<file path="config.mk">
export PLATFORM = sky130hd
export DESIGN_NAME = vga_layer_addr_gen
export DESIGN_NICKNAME = d
export VERILOG_FILES = /design/src/rtl/vga_layer_pkg.sv /design/src/rtl/vga_layer_addr_gen_spr.sv /design/src/rtl/vga_layer_addr_gen.sv
export SDC_FILE = /design/constraint.sdc
export NUM_CORES = 2
export LEC_CHECK = 0
export CELL_PAD_IN_SITES_DETAIL_PLACEMENT = 1
export CELL_PAD_IN_SITES_GLOBAL_PLACEMENT = 2
export CORE_AREA = 2 2 376 378
export DETAILED_ROUTE_END_ITERATION = 8
export DIE_AREA = 0 0 378 380
export GPL_TIMING_DRIVEN = 1
export PLACE_DENSITY_LB_ADDON = 0.1
export SYNTH_ARGS = -nofsm -noshare
export SYNTH_HDL_FRONTEND = slang
export SYNTH_SLANG_ARGS = --single-unit
</file>
<file path="constraint.sdc">
create_clock -name clk -period 9.55 [get_ports clk]
set_input_delay 1.4325 -clock clk [delete_from_list [all_inputs] [get_ports clk]]
set_output_delay 1.4325 -clock clk [all_outputs]
set_load 0.01 [all_outputs]
</file>
<file path="src/rtl/vga_layer_pkg.sv">
// Shared constants for the VGA layer path: tile IDs, tile bitmap bases,
// screen size and the packed sprite attribute record.
package vga_layer_pkg;

    localparam int SCREEN_W = 640;
    localparam int SCREEN_H = 480;

    localparam logic [3:0] T_EMPTY   = 4'd0;
    localparam logic [3:0] T_SPIKE   = 4'd1;
    localparam logic [3:0] T_GATE_1  = 4'd2;
    localparam logic [3:0] T_GATE_2  = 4'd3;
    localparam logic [3:0] T_GATE_3  = 4'd4;
    localparam logic [3:0] T_PLATE_1 = 4'd5;
    localparam logic [3:0] T_PLATE_2 = 4'd6;
    localparam logic [3:0] T_PLATE_3 = 4'd7;
    localparam logic [3:0] T_EXIT    = 4'd8;
    localparam logic [3:0] T_WALL    = 4'd9;

    typedef struct packed {
        logic [9:0] x;
        logic [9:0] y;
        logic [2:0] frame;
        logic       moving;
        logic       flip;
        logic       en;
    } spr_attr_t;

    localparam int SPR_ATTR_W = $bits(spr_attr_t);

    function automatic logic [16:0] tile_base(input logic [3:0] id);
        case (id)
            T_WALL, T_PLATE_1, T_PLATE_2, T_PLATE_3: tile_base = 17'd0;
            T_EXIT:                                  tile_base = 17'd11264;
            T_GATE_1, T_GATE_2, T_GATE_3:            tile_base = 17'd12288;
            T_SPIKE:                                 tile_base = 17'd23552;
            default:                                 tile_base = 17'd0;
        endcase
    endfunction

    function automatic spr_attr_t spr_reset(input int idx);
        spr_attr_t a;
        a.x      = 10'd32;
        a.y      = 10'(320 + 96 * idx);
        a.frame  = 3'd0;
        a.moving = 1'b0;
        a.flip   = 1'b0;
        a.en     = 1'b1;
        return a;
    endfunction

endpackage

</file>
<file path="src/rtl/vga_layer_addr_gen_spr.sv">
// One sprite: inset hit-box test and the registered strip address of the
// scan point inside that sprite's animation strip.
module spr_addr_calc
    import vga_layer_pkg::*;
#(
    parameter int                SPR_W       = 32,
    parameter int                SPR_H       = 32,
    parameter int                HIT_L       = 3,
    parameter int                HIT_R       = 3,
    parameter int                HIT_T       = 5,
    parameter int                ADDR_W      = 17,
    parameter int                IDLE_FRAMES = 4,
    parameter int                WALK_FRAMES = 6,
    parameter logic [ADDR_W-1:0] IDLE_BASE   = '0,
    parameter logic [ADDR_W-1:0] WALK_BASE   = '0
) (
    input  logic                  clk,
    input  logic                  rst,
    input  logic [9:0]            i_h,
    input  logic [9:0]            i_v,
    input  logic                  i_vis,
    input  logic [SPR_ATTR_W-1:0] i_attr,
    output logic                  o_hit,
    output logic [ADDR_W-1:0]     o_addr
);

    localparam logic [10:0] L_X_LO = 11'(HIT_L);
    localparam logic [10:0] L_X_HI = 11'(SPR_W - HIT_R);
    localparam logic [10:0] L_Y_LO = 11'(HIT_T);
    localparam logic [10:0] L_Y_HI = 11'(SPR_H);

    spr_attr_t         w_attr;
    logic [10:0]       w_h, w_v, w_x, w_y, w_dx, w_dy;
    logic              w_hit;
    logic [2:0]        w_f;
    logic [ADDR_W-1:0] w_base, w_strip_w, w_col, w_lx, w_addr;

    assign w_attr = i_attr;

    // 11-bit compares keep a sprite parked near x=1023 from wrapping onto h=0.
    assign w_h  = {1'b0, i_h};
    assign w_v  = {1'b0, i_v};
    assign w_x  = {1'b0, w_attr.x};
    assign w_y  = {1'b0, w_attr.y};
    assign w_dx = w_h - w_x;
    assign w_dy = w_v - w_y;

    assign w_hit = i_vis && w_attr.en
                && (w_h >= w_x + L_X_LO) && (w_h < w_x + L_X_HI)
                && (w_v >= w_y + L_Y_LO) && (w_v < w_y + L_Y_HI);

    always_comb begin
        w_base    = IDLE_BASE;
        w_strip_w = ADDR_W'(IDLE_FRAMES * SPR_W);
        w_f       = (int'(w_attr.frame) < IDLE_FRAMES) ? w_attr.frame : 3'd0;
        if (w_attr.moving) begin
            w_base    = WALK_BASE;
            w_strip_w = ADDR_W'(WALK_FRAMES * SPR_W);
            w_f       = (int'(w_attr.frame) < WALK_FRAMES) ? w_attr.frame : 3'd0;
        end
        w_col = w_attr.flip ? ADDR_W'(SPR_W - 1) - ADDR_W'(w_dx) : ADDR_W'(w_dx);
        w_lx  = w_col + ADDR_W'(w_f) * ADDR_W'(SPR_W);
    end

    assign w_addr = w_base + ADDR_W'(w_dy) * w_strip_w + w_lx;

    always_ff @(posedge clk or posedge rst) begin
        if (rst) begin
            o_hit  <= 1'b0;
            o_addr <= '0;
        end else begin
            o_hit  <= w_hit;
            o_addr <= w_addr;
        end
    end

endmodule

</file>
<file path="src/rtl/vga_layer_addr_gen.sv">
// Per-pixel BRAM address generator for the tile map plus NUM_SPR sprites,
// with side-band flags delayed to line up with the BRAM read data.
module vga_layer_addr_gen
    import vga_layer_pkg::*;
#(
    parameter int NUM_SPR     = 2,
    parameter int SPR_W       = 32,
    parameter int SPR_H       = 32,
    parameter int TILE_SHIFT  = 5,
    parameter int MAP_COLS    = 20,
    parameter int MAP_ROWS    = 15,
    parameter int TID_W       = 4,
    parameter int ADDR_W      = 17,
    parameter int MEM_LAT     = 2,
    parameter int IDLE_FRAMES = 4,
    parameter int WALK_FRAMES = 6,
    parameter logic [ADDR_W*NUM_SPR-1:0] SPR_IDLE_BASE = {ADDR_W'(13312), ADDR_W'(1024)},
    parameter logic [ADDR_W*NUM_SPR-1:0] SPR_WALK_BASE = {ADDR_W'(17408), ADDR_W'(5120)},
    parameter int HIT_L       = 3,
    parameter int HIT_R       = 3,
    parameter int HIT_T       = 5,
    localparam int SEL_W      = (NUM_SPR > 1) ? $clog2(NUM_SPR) : 1,
    localparam int MAP_CELLS  = MAP_COLS * MAP_ROWS,
    localparam int MAP_AW     = $clog2(MAP_CELLS)
) (
    input  logic                 clk,
    input  logic                 rst,
    input  logic [9:0]           h_cnt,
    input  logic [9:0]           v_cnt,
    input  logic                 frame_start,
    input  logic                 spr_we,
    input  logic [SEL_W-1:0]     spr_sel,
    input  logic [9:0]           spr_x,
    input  logic [9:0]           spr_y,
    input  logic [2:0]           spr_frame,
    input  logic                 spr_moving,
    input  logic                 spr_flip,
    input  logic                 spr_en,
    input  logic                 map_we,
    input  logic [MAP_AW-1:0]    map_waddr,
    input  logic [TID_W-1:0]     map_wdata,
    input  logic [2**TID_W-1:0]  tile_hide,
    output logic [ADDR_W-1:0]    pixel_addr,
    output logic                 out_show,
    output logic [TID_W-1:0]     out_tile_id,
    output logic [NUM_SPR-1:0]   out_spr_hit
);

    spr_attr_t r_pend [NUM_SPR];
    spr_attr_t r_act  [NUM_SPR];
    spr_attr_t w_pend_nxt [NUM_SPR];

    // A write landing with frame_start is folded into the commit.
    always_comb begin
        for (int i = 0; i < NUM_SPR; i++) begin
            w_pend_nxt[i] = r_pend[i];
            if (spr_we && int'(spr_sel) == i)
                w_pend_nxt[i] = {spr_x, spr_y, spr_frame, spr_moving, spr_flip, spr_en};
        end
    end

    always_ff @(posedge clk or posedge rst) begin
        if (rst) begin
            for (int i = 0; i < NUM_SPR; i++) begin
                r_pend[i] <= spr_reset(i);
                r_act[i]  <= spr_reset(i);
            end
        end else begin
            for (int i = 0; i < NUM_SPR; i++) begin
                r_pend[i] <= w_pend_nxt[i];
                if (frame_start) r_act[i] <= w_pend_nxt[i];
            end
        end
    end

    logic              w_vis;
    logic [MAP_AW-1:0] w_map_raddr;
    logic [TID_W-1:0]  r_map [MAP_CELLS];

    assign w_vis       = (int'(h_cnt) < SCREEN_W) && (int'(v_cnt) < SCREEN_H);
    assign w_map_raddr = w_vis ? MAP_AW'(v_cnt[9:TILE_SHIFT]) * MAP_AW'(MAP_COLS)
                                 + MAP_AW'(h_cnt[9:TILE_SHIFT])
                               : '0;

    // Map RAM has no reset so level data survives rst.
    always_ff @(posedge clk) begin
        if (map_we && int'(map_waddr) < MAP_CELLS)
            r_map[map_waddr] <= map_wdata;
    end

    logic                  r_vis;
    logic [TILE_SHIFT-1:0] r_h_lo, r_v_lo;
    logic [TID_W-1:0]      r_tile;

    always_ff @(posedge clk or posedge rst) begin
        if (rst) begin
            r_vis  <= 1'b0;
            r_h_lo <= '0;
            r_v_lo <= '0;
            r_tile <= '0;
        end else begin
            r_vis  <= w_vis;
            r_h_lo <= h_cnt[TILE_SHIFT-1:0];
            r_v_lo <= v_cnt[TILE_SHIFT-1:0];
            r_tile <= r_map[w_map_raddr];
        end
    end

    logic [NUM_SPR-1:0] w_hits;
    logic [ADDR_W-1:0]  w_spr_addrs [NUM_SPR];

    // Base lists are written in sprite order: the leftmost entry is sprite 0.
    for (genvar gi = 0; gi < NUM_SPR; gi++) begin : g_spr
        localparam int SLICE = NUM_SPR - 1 - gi;
        spr_addr_calc #(
            .SPR_W      (SPR_W),
            .SPR_H      (SPR_H),
            .HIT_L      (HIT_L),
            .HIT_R      (HIT_R),
            .HIT_T      (HIT_T),
            .ADDR_W     (ADDR_W),
            .IDLE_FRAMES(IDLE_FRAMES),
            .WALK_FRAMES(WALK_FRAMES),
            .IDLE_BASE  (SPR_IDLE_BASE[SLICE*ADDR_W +: ADDR_W]),
            .WALK_BASE  (SPR_WALK_BASE[SLICE*ADDR_W +: ADDR_W])
        ) u_calc (
            .clk   (clk),
            .rst   (rst),
            .i_h   (h_cnt),
            .i_v   (v_cnt),
            .i_vis (w_vis),
            .i_attr(r_act[gi]),
            .o_hit (w_hits[gi]),
            .o_addr(w_spr_addrs[gi])
        );
    end

    logic [TID_W-1:0]  w_tile_id;
    logic              w_tile_vis, w_show;
    logic [ADDR_W-1:0] w_tile_addr, w_spr_addr, w_addr_nxt;

    always_comb begin
        w_tile_id   = r_vis ? r_tile : TID_W'(T_EMPTY);
        w_tile_vis  = (w_tile_id != TID_W'(T_EMPTY)) && !tile_hide[w_tile_id];
        w_tile_addr = ADDR_W'(tile_base(4'(w_tile_id))) + ADDR_W'({r_v_lo, r_h_lo});
        w_spr_addr  = '0;
        for (int i = NUM_SPR - 1; i >= 0; i--)
            if (w_hits[i]) w_spr_addr = w_spr_addrs[i];
        w_show      = w_tile_vis || (|w_hits);
        w_addr_nxt  = w_tile_vis ? w_tile_addr : ((|w_hits) ? w_spr_addr : '0);
    end

    logic               r_sb_show [MEM_LAT+1];
    logic [TID_W-1:0]   r_sb_tile [MEM_LAT+1];
    logic [NUM_SPR-1:0] r_sb_hit  [MEM_LAT+1];

    always_ff @(posedge clk or posedge rst) begin
        if (rst) begin
            pixel_addr <= '0;
            for (int i = 0; i <= MEM_LAT; i++) begin
                r_sb_show[i] <= 1'b0;
                r_sb_tile[i] <= '0;
                r_sb_hit[i]  <= '0;
            end
        end else begin
            pixel_addr   <= w_addr_nxt;
            r_sb_show[0] <= w_show;
            r_sb_tile[0] <= w_tile_id;
            r_sb_hit[0]  <= w_hits;
            for (int i = 1; i <= MEM_LAT; i++) begin
                r_sb_show[i] <= r_sb_show[i-1];
                r_sb_tile[i] <= r_sb_tile[i-1];
                r_sb_hit[i]  <= r_sb_hit[i-1];
            end
        end
    end

    assign out_show    = r_sb_show[MEM_LAT];
    assign out_tile_id = r_sb_tile[MEM_LAT];
    assign out_spr_hit = r_sb_hit[MEM_LAT];

endmodule
</file>
==> results.sh <==
export IMPL_swShare=0.289
export IMPL_synth_seq_area_share=0.655
export IMPL_highest_signal_layer="met4"
export IMPL_antenna_found_initial=5
export IMPL_dr_wl_met2_mm=100
export IMPL_synthAdderAreaFrac=0.0529
export IMPL_max_clock_path_buffers=3
export IMPL_cts_sinks=1393
export IMPL_core_sq_um=139000
export IMPL_synth_mux_area_frac=0.0584
export IMPL_total_power_mw=16.6
export IMPL_row_count=137
export IMPL_synth_distinct_cells=87
export IMPL_htreeDepth=4
export IMPL_worst_ep_arrival_time_ns=7.74
export IMPL_comb_power_share=0.224
export IMPL_ant_nets=0
export IMPL_numPlacedInstances=6576
export IMPL_synth_top_family_by_area="compound AO/OA/AOI/OAI gates"
export IMPL_grt_max_degree=179
export IMPL_end_kind="register"
export IMPL_die_h_microns=380
export IMPL_die_area_sq_um=144000
export IMPL_cp_max_fo=5
export IMPL_num_fill_cells=13900
export IMPL_fmax_mhz=142
export IMPL_num_antenna_cells=0
export IMPL_synthTopCellsByArea="edfxtp_1 58%, dfrtp_1 7.0%, ha_1 4.5%"
export IMPL_start_util=0.449
export IMPL_synth_top_area_share=0.577
export IMPL_synth_xor_area_frac=0.0205
export IMPL_synthCells=4751
export IMPL_synth_common_cells="1,200 x edfxtp_1, 490 x nand2_1, 481 x nor2_1, 242 x a21oi_1, 224 x ha_1"
export IMPL_finalWirelength_mm=204
export IMPL_synth_edf_count=1200
export IMPL_cap_violations=0
export IMPL_fin_ws_ns=2.52
export IMPL_period_share=0.736
export IMPL_syn_area_per_cell_sq_um=13.1
export IMPL_tightest_slew_ns=1.26
export IMPL_skew_ns=0.0235
export IMPL_io_pins=105
export IMPL_post_cts_buffers=0
export IMPL_fp_dieW_microns=378
export IMPL_synth_simple_gate_area_share=0.0924
export IMPL_synth_most_common_cell="edfxtp_1"
export IMPL_drt_iter0_drc=3438
export IMPL_crit_start="h_cnt[0]"
export IMPL_fin_area_sq_um=70700
export IMPL_drive_gt1_frac=0.103
export IMPL_hold_class="reg2reg"
export IMPL_hold_buffers=0
export IMPL_yosys_register_bits=1393
export IMPL_rsz0062_at_grt="false"
export IMPL_gp_congestion=0.823
export IMPL_post_route_util=0.508
export IMPL_dr_pass1_iters=5
export IMPL_cts_tree="yes"
export IMPL_vias=40800
export IMPL_dpl_hpwl_mm=129
export IMPL_fin_crit_ns=7.03
export IMPL_clkSlewWorstSetupHoldPaths_ns=0.06
export IMPL_setup_violations=0
export IMPL_hold_slack_ns=0.344
export IMPL_yosys_area_top_type="edfxtp_1"
export IMPL_p_sw_mw=4.79
export IMPL_syn_num_nets=5081
export IMPL_wirelength_met1_mm=83.7
export IMPL_syn_to_final_growth_pct=13.3
export IMPL_p_leak_nw=25.0
export IMPL_r2r_slack_ns=3.26
export IMPL_syn_area_sq_um=62500
export IMPL_numCtsBuffers=155
export IMPL_cts_resized=0
export IMPL_hold_violations=0
export IMPL_synth_compound_area_frac=0.0938
export IMPL_drc=0
export IMPL_numPortBuffers=103
export IMPL_clock_latency_ns=0.79
export IMPL_yosys_warnings=0
export IMPL_grt_pass1_wl_mm=295
export IMPL_place_area_sq_um=65800
export IMPL_peakVddDrop_uv=215
export IMPL_wire_per_inst_microns=29.8
export IMPL_powerDensity_nw_per_um2=234
export IMPL_final_max_slew_viol_count=0
export IMPL_crit_required_ns=10.26
export IMPL_r2r_cells=25
export IMPL_track_usage=0.284
export IMPL_clkPwrFrac=0.356
export IMPL_finalNonFillerCells=6860
export IMPL_maxSlewHeadroom=0.156
export IMPL_internal_power_mw=11.8
export IMPL_cts_root_buf="clkbuf_16"
export IMPL_fin_tns_setup_ns=0
export IMPL_via_per_inst=5.94
export IMPL_crit_type="in2reg"
export IMPL_setup_worst_path_start_class="input pin"
export IMPL_min_from="r_sb_hit[4]"
export IMPL_grt_overflow_total=0
export IMPL_r2r_end="g_spr[0].u_calc.o_addr[16]"
export IMPL_status="finished, final reports clean"
export IMPL_grt_pass1_vias=42500
export IMPL_wl_met3_mm=12.2
export IMPL_layout_nets=5187
export IMPL_pre_cts_ws_ns=1.55
export IMPL_r2r_start="r_act[44]"
export IMPL_synth_flop_cell="edfxtp_1"
export IMPL_synth_async_reset_ratio=0.139
export IMPL_crit_path_end="g_spr[1].u_calc.o_addr[16]"
export IMPL_seq_power_share=0.420
## cell families after synthesis
family                     count (synthesis)
muxes                                    329
and+or+nand+nor                         1340
buffers and inverters                    383
adders and majority gates                249
AOI/OAI and AO/OA                        911
xor gates and xnor gates                 146
DFF                                     1393
## layer usage
metal,track usage,vias to the layer above
met3,0.0380,362
met5,0,-
met1,0.374,21100
met4,0.107,0
li1,-,17900
met2,0.478,1374
## flip-flops by register name, indices dropped and copies added, names as in the netlist, 5 cells and up
register             flops
g_spr.u_calc.o_addr     34
r_map                 1200
r_pend                  52
pixel_addr              17
r_act                   52
r_h_lo                   5
r_sb_tile                8
r_v_lo                   5
## critical path: stages
cell	delay, ns
clkdlybuf4s50_1	0.43
inv_1	0.17
ha_1	0.18
inv_1	0.06
fa_1	0.40
a21o_1	0.20
a21oi_2	0.17
nor2_1	0.06
a211o_1	0.31
xnor2_1	0.33
ha_1	0.24
nand2b_1	0.11
o41ai_4	0.52
inv_1	0.21
fa_1	0.47
ha_1	0.29
ha_1	0.29
ha_1	0.35
nand4_1	0.10
nand4b_1	0.14
a21o_1	0.21
a21oi_1	0.22
o21ai_0	0.17
xnor2_1	0.21
xnor2_1	0.15
xnor2_1	0.16
xor2_1	0.15
## how the worst min path moves through the flow
stage                     slack (ns)  cells after the start      endpoint
after global placement          0.33                      0  r_sb_tile[6]
after detailed placement        0.34                      0   r_sb_hit[2]
after CTS                       0.34                      0  r_sb_tile[6]
after global routing            0.35                      0  r_sb_tile[6]
after floorplan                 0.33                      0      out_show
final                           0.34                      0   r_sb_hit[2]
## cell usage in the layout (no fill, tap or decap), types with 62 or more instances in the layout
cell type        instances
a21oi_1                242
buf_4                  107
clkbuf_16              160
clkdlybuf4s50_1         96
dfrtp_1                175
edfxtp_1              1200
ha_1                   223
inv_1                  106
mux2_2                  95
mux2i_1                215
nand2_1                490
nand3_1                115
nor2_1                 480
nor3_1                  62
o21ai_0                206
o22ai_1                 62
xnor2_1                118
## cell type report
| class | instances | area [sq um] | area share |
|---|---|---|---|
| clock buffer | 202 | 4220 | 0.0597 |
| clock inverter | 82 | 767 | 0.0108 |
| tap | 1876 | 2350 | 0.0332 |
| inverter | 110 | 423 | 0.00598 |
| sequential | 1393 | 40900 | 0.578 |
| multi-input combinational | 2975 | 20000 | 0.283 |
| timing repair buffer | 222 | 2100 | 0.0297 |
## power groups by stage
stage | sequential [mW] | clock [mW] | combinational [mW]
floorplan | 7.03 | 0 | 2.61
global placement | 7.09 | 0 | 3.69
detailed placement | 7.09 | 0 | 3.74
CTS | 6.97 | 5.99 | 3.77
global route | 6.99 | 6.21 | 4.16
finish | 6.97 | 5.91 | 3.71
No activity file was read; power rests on OpenSTA's default activity.
